File: src/rtl/wavegen_pkg.sv
// Shared definitions for the waveform-generator datapath: accumulator FSM
// states and the default accumulator / phase widths.
package wavegen_pkg;

  localparam int unsigned DEFAULT_ACC_W   = 32;
  localparam int unsigned DEFAULT_PHASE_W = 12;

  // IDLE: no frequency running yet, RUN: free-running, PENDING: retune waits for wrap
  typedef enum logic [1:0] {
    IDLE    = 2'd0,
    RUN     = 2'd1,
    PENDING = 2'd2
  } acc_state_e;

endpackage

File: src/rtl/phase_sweep_ctrl.sv
// Linear frequency sweep helper for phase_accumulator (built only under
// PHASE_ACC_SWEEP_EN). Each accumulator wrap steps the frequency word up by
// sweep_step until it reaches sweep_stop_fcw, where it clamps and stops.
module phase_sweep_ctrl
  import wavegen_pkg::*;
#(
  parameter int unsigned ACC_W = DEFAULT_ACC_W
) (
  input  logic             clk,
  input  logic             rst_n,
  input  logic             start,
  input  logic             wrap,
  input  logic [ACC_W-1:0] active_fcw,
  input  logic [ACC_W-1:0] sweep_step,
  input  logic [ACC_W-1:0] sweep_stop_fcw,
  output logic             sweep_active,
  output logic             fcw_load,
  output logic [ACC_W-1:0] fcw_next
);

  logic             sweep_active_q;
  logic [ACC_W:0]   step_sum;
  logic             reached;

  // One extra bit so a step past 2^ACC_W still compares correctly against the stop word
  assign step_sum     = {1'b0, active_fcw} + {1'b0, sweep_step};
  assign reached      = step_sum >= {1'b0, sweep_stop_fcw};
  assign fcw_load     = sweep_active_q & wrap;
  assign fcw_next     = reached ? sweep_stop_fcw : step_sum[ACC_W-1:0];
  assign sweep_active = sweep_active_q;

  // Sweep runs from start until the clamped step is applied
  always_ff @(posedge clk or negedge rst_n) begin
    if (!rst_n) begin
      sweep_active_q <= 1'b0;
    end else if (start) begin
      sweep_active_q <= 1'b1;
    end else if (fcw_load && reached) begin
      sweep_active_q <= 1'b0;
    end
  end

endmodule

File: src/rtl/phase_accumulator.sv
// phase_accumulator: NCO phase accumulator feeding the waveform generators.
// A new frequency word is taken immediately while idle; once running it is
// parked and only applied on the accumulator wrap (or a phase sync) so each
// output period completes at the old frequency.
// Optional linear sweep is built only when PHASE_ACC_SWEEP_EN is defined.
module phase_accumulator
  import wavegen_pkg::*;
#(
  parameter int unsigned ACC_W   = DEFAULT_ACC_W,
  parameter int unsigned PHASE_W = DEFAULT_PHASE_W
) (
  input  logic               clk,
  input  logic               rst_n,
  input  logic               enable,
  input  logic [ACC_W-1:0]   fcw,
  input  logic               fcw_valid,
  output logic               fcw_ready,
  input  logic [PHASE_W-1:0] phase_offset,
  input  logic               phase_sync,
  output logic [PHASE_W-1:0] phase_out,
  output logic               wrap_pulse,
  input  logic               sweep_start,
  input  logic [ACC_W-1:0]   sweep_step,
  input  logic [ACC_W-1:0]   sweep_stop_fcw,
  output logic               sweep_active
);

  acc_state_e         state_q;
  logic [ACC_W-1:0]   acc_q;
  logic [ACC_W-1:0]   active_fcw_q;
  logic [ACC_W-1:0]   pending_fcw_q;
  logic [PHASE_W-1:0] phase_out_q;
  logic               wrap_pulse_q;

  logic [ACC_W:0]     acc_sum;
  logic               wrap_evt;
  logic               fcw_fire;
  logic               pend_apply;
  logic               sweep_act;
  logic               sweep_load;
  logic [ACC_W-1:0]   sweep_fcw;

  assign acc_sum    = {1'b0, acc_q} + {1'b0, active_fcw_q};
  // A sync in the same cycle as a carry suppresses the wrap
  assign wrap_evt   = enable & ~phase_sync & acc_sum[ACC_W];
  assign fcw_ready  = (state_q != PENDING) & ~sweep_act;
  assign fcw_fire   = fcw_valid & fcw_ready;
  // A zero step would never wrap, so apply at once to avoid deadlock
  assign pend_apply = (state_q == PENDING) &
                      (wrap_evt | phase_sync | (active_fcw_q == '0));

`ifdef PHASE_ACC_SWEEP_EN
  logic sweep_go;

  assign sweep_go = (state_q == RUN) & sweep_start & ~fcw_fire & ~sweep_act;

  phase_sweep_ctrl #(
    .ACC_W (ACC_W)
  ) u_sweep (
    .clk            (clk),
    .rst_n          (rst_n),
    .start          (sweep_go),
    .wrap           (wrap_evt),
    .active_fcw     (active_fcw_q),
    .sweep_step     (sweep_step),
    .sweep_stop_fcw (sweep_stop_fcw),
    .sweep_active   (sweep_act),
    .fcw_load       (sweep_load),
    .fcw_next       (sweep_fcw)
  );
`else
  logic unused_sweep;

  assign unused_sweep = ^{sweep_start, sweep_step, sweep_stop_fcw};
  assign sweep_act    = 1'b0;
  assign sweep_load   = 1'b0;
  assign sweep_fcw    = '0;
`endif

  assign sweep_active = sweep_act;
  assign phase_out    = phase_out_q;
  assign wrap_pulse   = wrap_pulse_q;

  // Retune FSM: owns the active and parked frequency words
  always_ff @(posedge clk or negedge rst_n) begin
    if (!rst_n) begin
      state_q       <= IDLE;
      active_fcw_q  <= '0;
      pending_fcw_q <= '0;
    end else begin
      unique case (state_q)
        IDLE: begin
          if (fcw_fire) begin
            active_fcw_q <= fcw;
          end
          if (enable) begin
            state_q <= RUN;
          end
        end
        RUN: begin
          if (fcw_fire) begin
            pending_fcw_q <= fcw;
            state_q       <= PENDING;
          end else if (sweep_load) begin
            active_fcw_q <= sweep_fcw;
          end
        end
        PENDING: begin
          if (pend_apply) begin
            active_fcw_q <= pending_fcw_q;
            state_q      <= RUN;
          end
        end
        default: state_q <= IDLE;
      endcase
    end
  end

  // Accumulator, wrap flag and registered output phase
  always_ff @(posedge clk or negedge rst_n) begin
    if (!rst_n) begin
      acc_q        <= '0;
      wrap_pulse_q <= 1'b0;
      phase_out_q  <= '0;
    end else begin
      if (phase_sync) begin
        acc_q <= '0;
      end else if (enable) begin
        acc_q <= acc_sum[ACC_W-1:0];
      end
      wrap_pulse_q <= wrap_evt;
      if (enable) begin
        phase_out_q <= acc_q[ACC_W-1 -: PHASE_W] + phase_offset;
      end
    end
  end

endmodule
File: config.mk
export PLATFORM = sky130hd
export DESIGN_NAME = phase_accumulator
export DESIGN_NICKNAME = d
export VERILOG_FILES = /design/src/rtl/wavegen_pkg.sv /design/src/rtl/phase_sweep_ctrl.sv /design/src/rtl/phase_accumulator.sv
export SDC_FILE = /design/constraint.sdc
export NUM_CORES = 1
export LEC_CHECK = 0
export ABC_AREA = 1
export BUFFER_PORTS_ARGS = -buffer_cell sky130_fd_sc_hd__buf_2
export CAP_MARGIN = 20
export CELL_PAD_IN_SITES_DETAIL_PLACEMENT = 1
export CELL_PAD_IN_SITES_GLOBAL_PLACEMENT = 2
export CORE_UTILIZATION = 34
export CTS_CLUSTER_DIAMETER = 30
export DETAILED_ROUTE_END_ITERATION = 16
export GPL_ROUTABILITY_DRIVEN = 0
export PLACE_DENSITY_LB_ADDON = 0.15
export SLEW_MARGIN = 20
export SYNTH_ARGS = -nofsm -noshare
export SYNTH_HDL_FRONTEND = slang
export SYNTH_SLANG_ARGS = --single-unit
File: constraint.sdc
create_clock -name clk -period 3.82 [get_ports clk]
set_input_delay 0.573 -clock clk [delete_from_list [all_inputs] [get_ports clk]]
set_output_delay 0.573 -clock clk [all_outputs]
set_load 0.005 [all_outputs]
==> impl_metrics.yaml, run 1 <==
logic_synthesis:
  syn-num-nets: 1203
  ys_seq_area_share_pct: 38.4
  yosys-top-cells-area: "dfrtp_1, nand2_1, ha_1"
  avgSynthCellArea_um2: 6.93
  synth.ff_latch_count: 111
  yosysWarnings: 0
  synth.distinct_cells: 42
  syn-cell-area_um2: 7240
  synth_top_area_cell: "dfrtp_1"
  synth_top_area_share_pct: 38.4
  syn_inst: 1044
power_and_ir_drop:
  leakage_nw: 4.41
  powerDensity_nw_per_um2: 788
  vdd_drop_max_v: 0.000266
  power.total_mw: 6.40
global_routing:
  grt_pass1_wl_um: 35500
  grt_pass1_vias: 6872
  grtUsageTotal_pct: 20.7
  overflow: 0
  grt_max_degree: 66
  antenna_found_initial: 0
timing:
  rsz0062_at_grt: "no"
  totalNegativeSetupSlack_ns: 0
  fin_crit_ns: 2.78
  slew_headroom_pct: 40.2
  max_freq_mhz: 359
  finalSetupViolCount: 0
  clock_skew_ns: 0.0123
  maxSlewViolCount: 0
  period_share_pct: 72.9
  worstMarginPinSlew_ns: 0.894
  hold_viol_final: 0
clock_network:
  cts_tree: "built"
  cts_setup_buffers: 0
  cts_buffers: 9
  clockBufferDepth: 2
  ctsHoldBuffers: 0
  h-tree-depth: 3
  root_buffer: "clkbuf_16"
  clk_latency_ns: 0.37
  ctsResizeCount: 0
  clk_pin_slew_ns: 0.10
  clkSinkCount: 111
final_layout:
  final_cell_mix: "nand2_1, dfrtp_1, inv_1, nor2_1, a21oi_1"
  synthToLayoutAreaGrowth_pct: 12.2
  final_common_cell: "nand2_1"
  nFillCells: 2712
  antenna_cells: 0
  fin_nets: 1249
  drive_above_1_share_pct: 10.4
route:
  antenna_left: 0
  drt_drc_violations_left: 0
  drtIter0Drc: 250
  vias_per_cell: 4.87
  wl_per_cell_um: 15.3
  first_pass_iters: 5
  num_vias: 6670
  wl_um: 21000
critical_path:
  worst-r2r-cell-count: 17
  cp_slowest_stage_delay_ns: 0.39
  cp_top_family: "simple AND/OR/NAND/NOR gates"
  path_cells: "ha_1 -> inv_1 -> fa_1 -> inv_1 -> nand2_1 -> nand2_1 -> nand3_1 -> nand2_2 -> nand2_1 -> nand2_2 -> nand2_2 -> nand2_2 -> nand2_4 -> nand2_8 -> nand2_4 -> nand2_1 -> nand2_1"
  crit_top_cell: "nand2_1"
  r2r_start: "active_fcw_q[0]"
  path_buf_inv: 2
  critPathRequiredTime_ns: 4.08
  rr_endpoint: "active_fcw_q[27]"
  arrival_ns: 3.04
  crit_path_start_kind: "flop"
  crit_slowest_cell: "dfrtp_1"
  crit_fanout: 35
  r2r_setup_slack_ns: 1.04
  crit_type: "flop to flop"
  worst_setup_path_end_kind: "flop"
placed_design:
  dp_hpwl_um: 16000
  port_buffers: 62
floorplan:
  die_y_um: 148
  rows: 53
  dieArea_um2: 21900
  start_util_pct: 34.5
  coreArea_um2: 21000
  io_pins: 129
  die_width_um: 148
run:
  cap_violations: 0
worst_hold_path:
  min_path_type: "primary input to asynchronous set/reset pin"
status:
  outcome: "finished, final reports clean"
-- state kept, by name, indices dropped and copies added (netlist names) --
signal and count:
state_q 2, pending_fcw_q 32, acc_q 32, active_fcw_q 32, phase_out 12, wrap_pulse 1
-- metrics by stage --
step / instance area (um2) / hold WS [ns] / setup WS, ns / cells / utilization (%)
after global routing: 8120 / 0.315 / 0.738 / 1370 / 38.8
after detailed placement: 7790 / 0.460 / 0.995 / 1354 / 37.2
after floorplan: 7240 / 0.277 / 1.72 / 1044 / -
final: 8120 / 0.274 / 1.04 / 1370 / 38.8
after CTS: 8120 / 0.306 / 0.977 / 1370 / 38.7
after global placement: 7790 / 0.451 / 1.04 / 1354 / 37.2
-- worst max path at each step --
| stage | startpoint | endpoint | slack [ns] | cells after the start |
|---|---|---|---|---|
| floorplan | active_fcw_q[0] | active_fcw_q[1] | 1.72 | 18 |
| global placement | active_fcw_q[0] | active_fcw_q[11] | 1.04 | 17 |
| detailed placement | active_fcw_q[0] | active_fcw_q[27] | 1.0 | 17 |
| CTS | active_fcw_q[0] | active_fcw_q[27] | 0.98 | 17 |
| global route | active_fcw_q[0] | active_fcw_q[13] | 0.74 | 17 |
| finish | active_fcw_q[0] | active_fcw_q[27] | 1.04 | 17 |
-- synthesized netlist by cell type (all sizes together) --
master,instances
nand2,359
inv,114
dfrtp,111
nor2,110
a21oi,83
o21ai,75
nand3,71
ha,43
clkbuf,17
buf,14
nor3,7
xor2,5
nand4,4
xnor2,4
and2,3
nand3b,3
o21bai,3
or2,3
fa,2
nor4,2
o31ai,2
a211oi,1
a21boi,1
a21o,1
a22o,1
a31oi,1
a32o,1
conb,1
nand2b,1
o21a,1
-- worst register-to-register path, cell delays in order (launching register included) --
cell	delay (ns)
dfrtp_1	0.39
ha_1	0.19
inv_1	0.06
fa_1	0.35
inv_1	0.08
nand2_1	0.09
nand2_1	0.10
nand3_1	0.11
nand2_2	0.13
nand2_1	0.09
nand2_2	0.11
nand2_2	0.08
nand2_2	0.10
nand2_4	0.08
nand2_8	0.20
nand2_4	0.29
nand2_1	0.18
nand2_1	0.06
-- layer usage --
layer  up-vias  global-route usage, %  part of all wire, %
met5         -                      0                    0
met4         0                   4.28                 0.98
met3        18                   2.81                  2.5
met2        78                   32.7                   44
met1      3151                   30.1                   53
li1       3423                      -                    -
-- where the power goes --
part	internal (mW)	leakage, nW	switching [mW]
Sequential	1.70	1.37	0.428
Combinational	1.14	2.89	2.10
Clock	0.486	0.156	0.554
Total	3.32	4.41	3.08
-- logic make-up (layout without fill, tap and decap cells) --
kind of cell	count (synthesis)	count (layout)	share of synthesized area, %
compound gates	170	170	12.2
xor+xnor	9	9	1.09
fa+ha+maj	45	45	7.99
buf+inv	145	196	8.06
flops	111	111	38.4
other cells	1	1	0.0518
simple gates	563	563	32.2
-- area by class of cell --
cell class                 count  area (um2)  area share (%)
timing repair buffer          66         355            4.38
clock buffer                   9         225            2.77
tap                          275         344            4.24
multi-input combinational    788        3890            48.0
inverter                     114         428            5.27
clock inverter                 7        96.3            1.19
sequential                   111        2780            34.2
No activity file was read; power rests on OpenSTA's default activity.
==> inputs of run 2 (changes only) <==
CORE_UTILIZATION = 31   (was 34)
clock period = 2.8 ns   (was 3.82 ns; I/O delays follow)
==> run 2 against run 1 <==
- critical path type unchanged
- clock skew shrank 0.00053 ns
- clock-buffer cell count did not move
- critical path depth did not move
- final cell count is 3.4% higher
==> impl_metrics.yaml, run 2 (synthesis results as in run 1) <==
status:
  outcome: "finished, final reports clean"
route:
  vias_per_cell: 4.68
  drt_drc_violations_left: 0
  drtIter0Drc: 224
  first_pass_iters: 5
  wl_um: 21500
  num_vias: 6632
  antenna_left: 0
  wl_per_cell_um: 15.2
power_and_ir_drop:
  power.total_mw: 8.73
  p_clk_share_pct: 15.5
  p_seq_share_pct: 33.2
  net-switching-power_mw: 4.19
  combPwrFrac_pct: 51.2
  powerDensity_nw_per_um2: 1060
  switching_share_pct: 48.0
  p_int_mw: 4.55
  leakage_nw: 4.44
  vdd_drop_max_v: 0.000387
run:
  cap_violations: 0
timing:
  hold_viol_final: 0
  rsz0062_at_grt: "no"
  period_share_pct: 90.3
  worstMarginPinSlew_ns: 0.616
  fin_hold_ws_ns: 0.0146
  maxSlewViolCount: 0
  fin_crit_ns: 2.53
  finalSetupViolCount: 0
  totalNegativeSetupSlack_ns: 0
  clock_skew_ns: 0.0117
  max_freq_mhz: 395
  slew_headroom_pct: 58.9
critical_path:
  r2r_setup_slack_ns: 0.27
  crit_top_cell: "nand2_1"
  worst_setup_path_end_kind: "flop"
  crit_fanout: 32
  crit_type: "flop to flop"
  critPathRequiredTime_ns: 3.06
  arrival_ns: 2.79
  cp_slowest_stage_delay_ns: 0.40
  path_cells: "ha_1 -> inv_1 -> fa_1 -> inv_1 -> nand2_1 -> nand2_1 -> nand3_1 -> nand2_2 -> nand2_1 -> nand2_2 -> nand2_2 -> nand2_2 -> nand2_4 -> nand2_8 -> nand2_8 -> nand2_1 -> nand2_1"
  crit_slowest_cell: "dfrtp_1"
  crit_path_start_kind: "flop"
floorplan:
  die_width_um: 155
  coreArea_um2: 22800
  dieArea_um2: 24000
  io_pins: 129
  die_y_um: 155
  rows: 55
  start_util_pct: 31.8
final_layout:
  antenna_cells: 0
  drive_above_1_share_pct: 11.1
  final_cell_mix: "nand2_1, dfrtp_1, inv_1, nor2_1, a21oi_1"
  fin_nets: 1258
  multi_input_area_um2: 3890
  fin_util_pct: 36.1
  ff_latch_area_um2: 2780
  final_common_cell: "nand2_1"
  reg_top3: "acc_q x32, active_fcw_q x32, pending_fcw_q x32"
  nFillCells: 2904
  synthToLayoutAreaGrowth_pct: 13.5
placed_design:
  dp_hpwl_um: 16700
  port_buffers: 62
clock_network:
  cts_setup_buffers: 0
  clk_pin_slew_ns: 0.09
  root_buffer: "clkbuf_16"
  clkSinkCount: 111
  clockBufferDepth: 2
  cts_tree: "built"
  clk_latency_ns: 0.37
  h-tree-depth: 3
  cts_buffers: 9
global_routing:
  grtUsageTotal_pct: 19.1
  grt_pass1_wl_um: 35700
  overflow: 0
  grt_max_degree: 66
  antenna_found_initial: 0
  grt_pass1_vias: 6755
worst_hold_path:
  min_path_type: "primary input to asynchronous set/reset pin"
## run 2: worst paths after layout
check / startpoint / to / cells after the start
worst max-delay path: active_fcw_q[0] / active_fcw_q[27] / 17
max in group asynchronous: rst_n / phase_out[8] / 2
min in group clk: fcw[3] / pending_fcw_q[3] / 3
worst min register to register: phase_out[0] / phase_out[0] / 2
worst min-delay path: rst_n / acc_q[8] / 1
worst max register to register: active_fcw_q[0] / active_fcw_q[27] / 17
## run 2: cell type report
cell class | count | area share [%]
inverter | 114 | 5.21
timing repair buffer | 75 | 5.19
clock inverter | 7 | 0.853
clock buffer | 9 | 2.74
multi-input combinational | 788 | 47.4
tap | 313 | 4.77
sequential | 111 | 33.8
## run 2: power by group through the flow
stage | combinational, mW | sequential (mW) | clock [mW]
3_5_place_dp | 4.53 | 2.94 | 0
3_3_place_gp | 4.45 | 2.92 | 0
2_1_floorplan | 3.36 | 2.70 | 0
6_report | 4.48 | 2.90 | 1.36
4_1_cts | 4.55 | 2.91 | 1.43
5_1_grt | 5.20 | 2.99 | 1.47
## run 2: worst max-delay path, delay by kind of cell, from the launching register on
| kind | cells | cell delay, ns |
|---|---|---|
| DFF | 1 | 0.40 |
| and+or+nand+nor | 13 | 1.32 |
| adders and majority gates | 2 | 0.57 |
| buffers and inverters | 2 | 0.14 |
## run 2: per-layer routing
metal | routed length, um | vias to the layer above | track usage [%]
met5 | 0 | - | 0
met4 | 87 | 0 | 2.78
met3 | 421 | 6 | 2.77
met2 | 9470 | 50 | 30.0
met1 | 11500 | 3135 | 28.1
li1 | - | 3441 | -
## run 2: repair_timing
item                       in CTS  in global routing
hold buffers                    0                  0
setup endpoints to repair       0                 32
resized for setup               0                  2
## run 2: per-stage QoR
step | setup WS [ns] | std cells | cell area (um2)
floorplan | 0.704 | 1044 | 7240
global placement | 0.149 | 1401 | 7910
detailed placement | 0.135 | 1401 | 7910
CTS | 0.120 | 1417 | 8200
global route | 0.0278 | 1417 | 8210
finish | 0.271 | 1417 | 8210
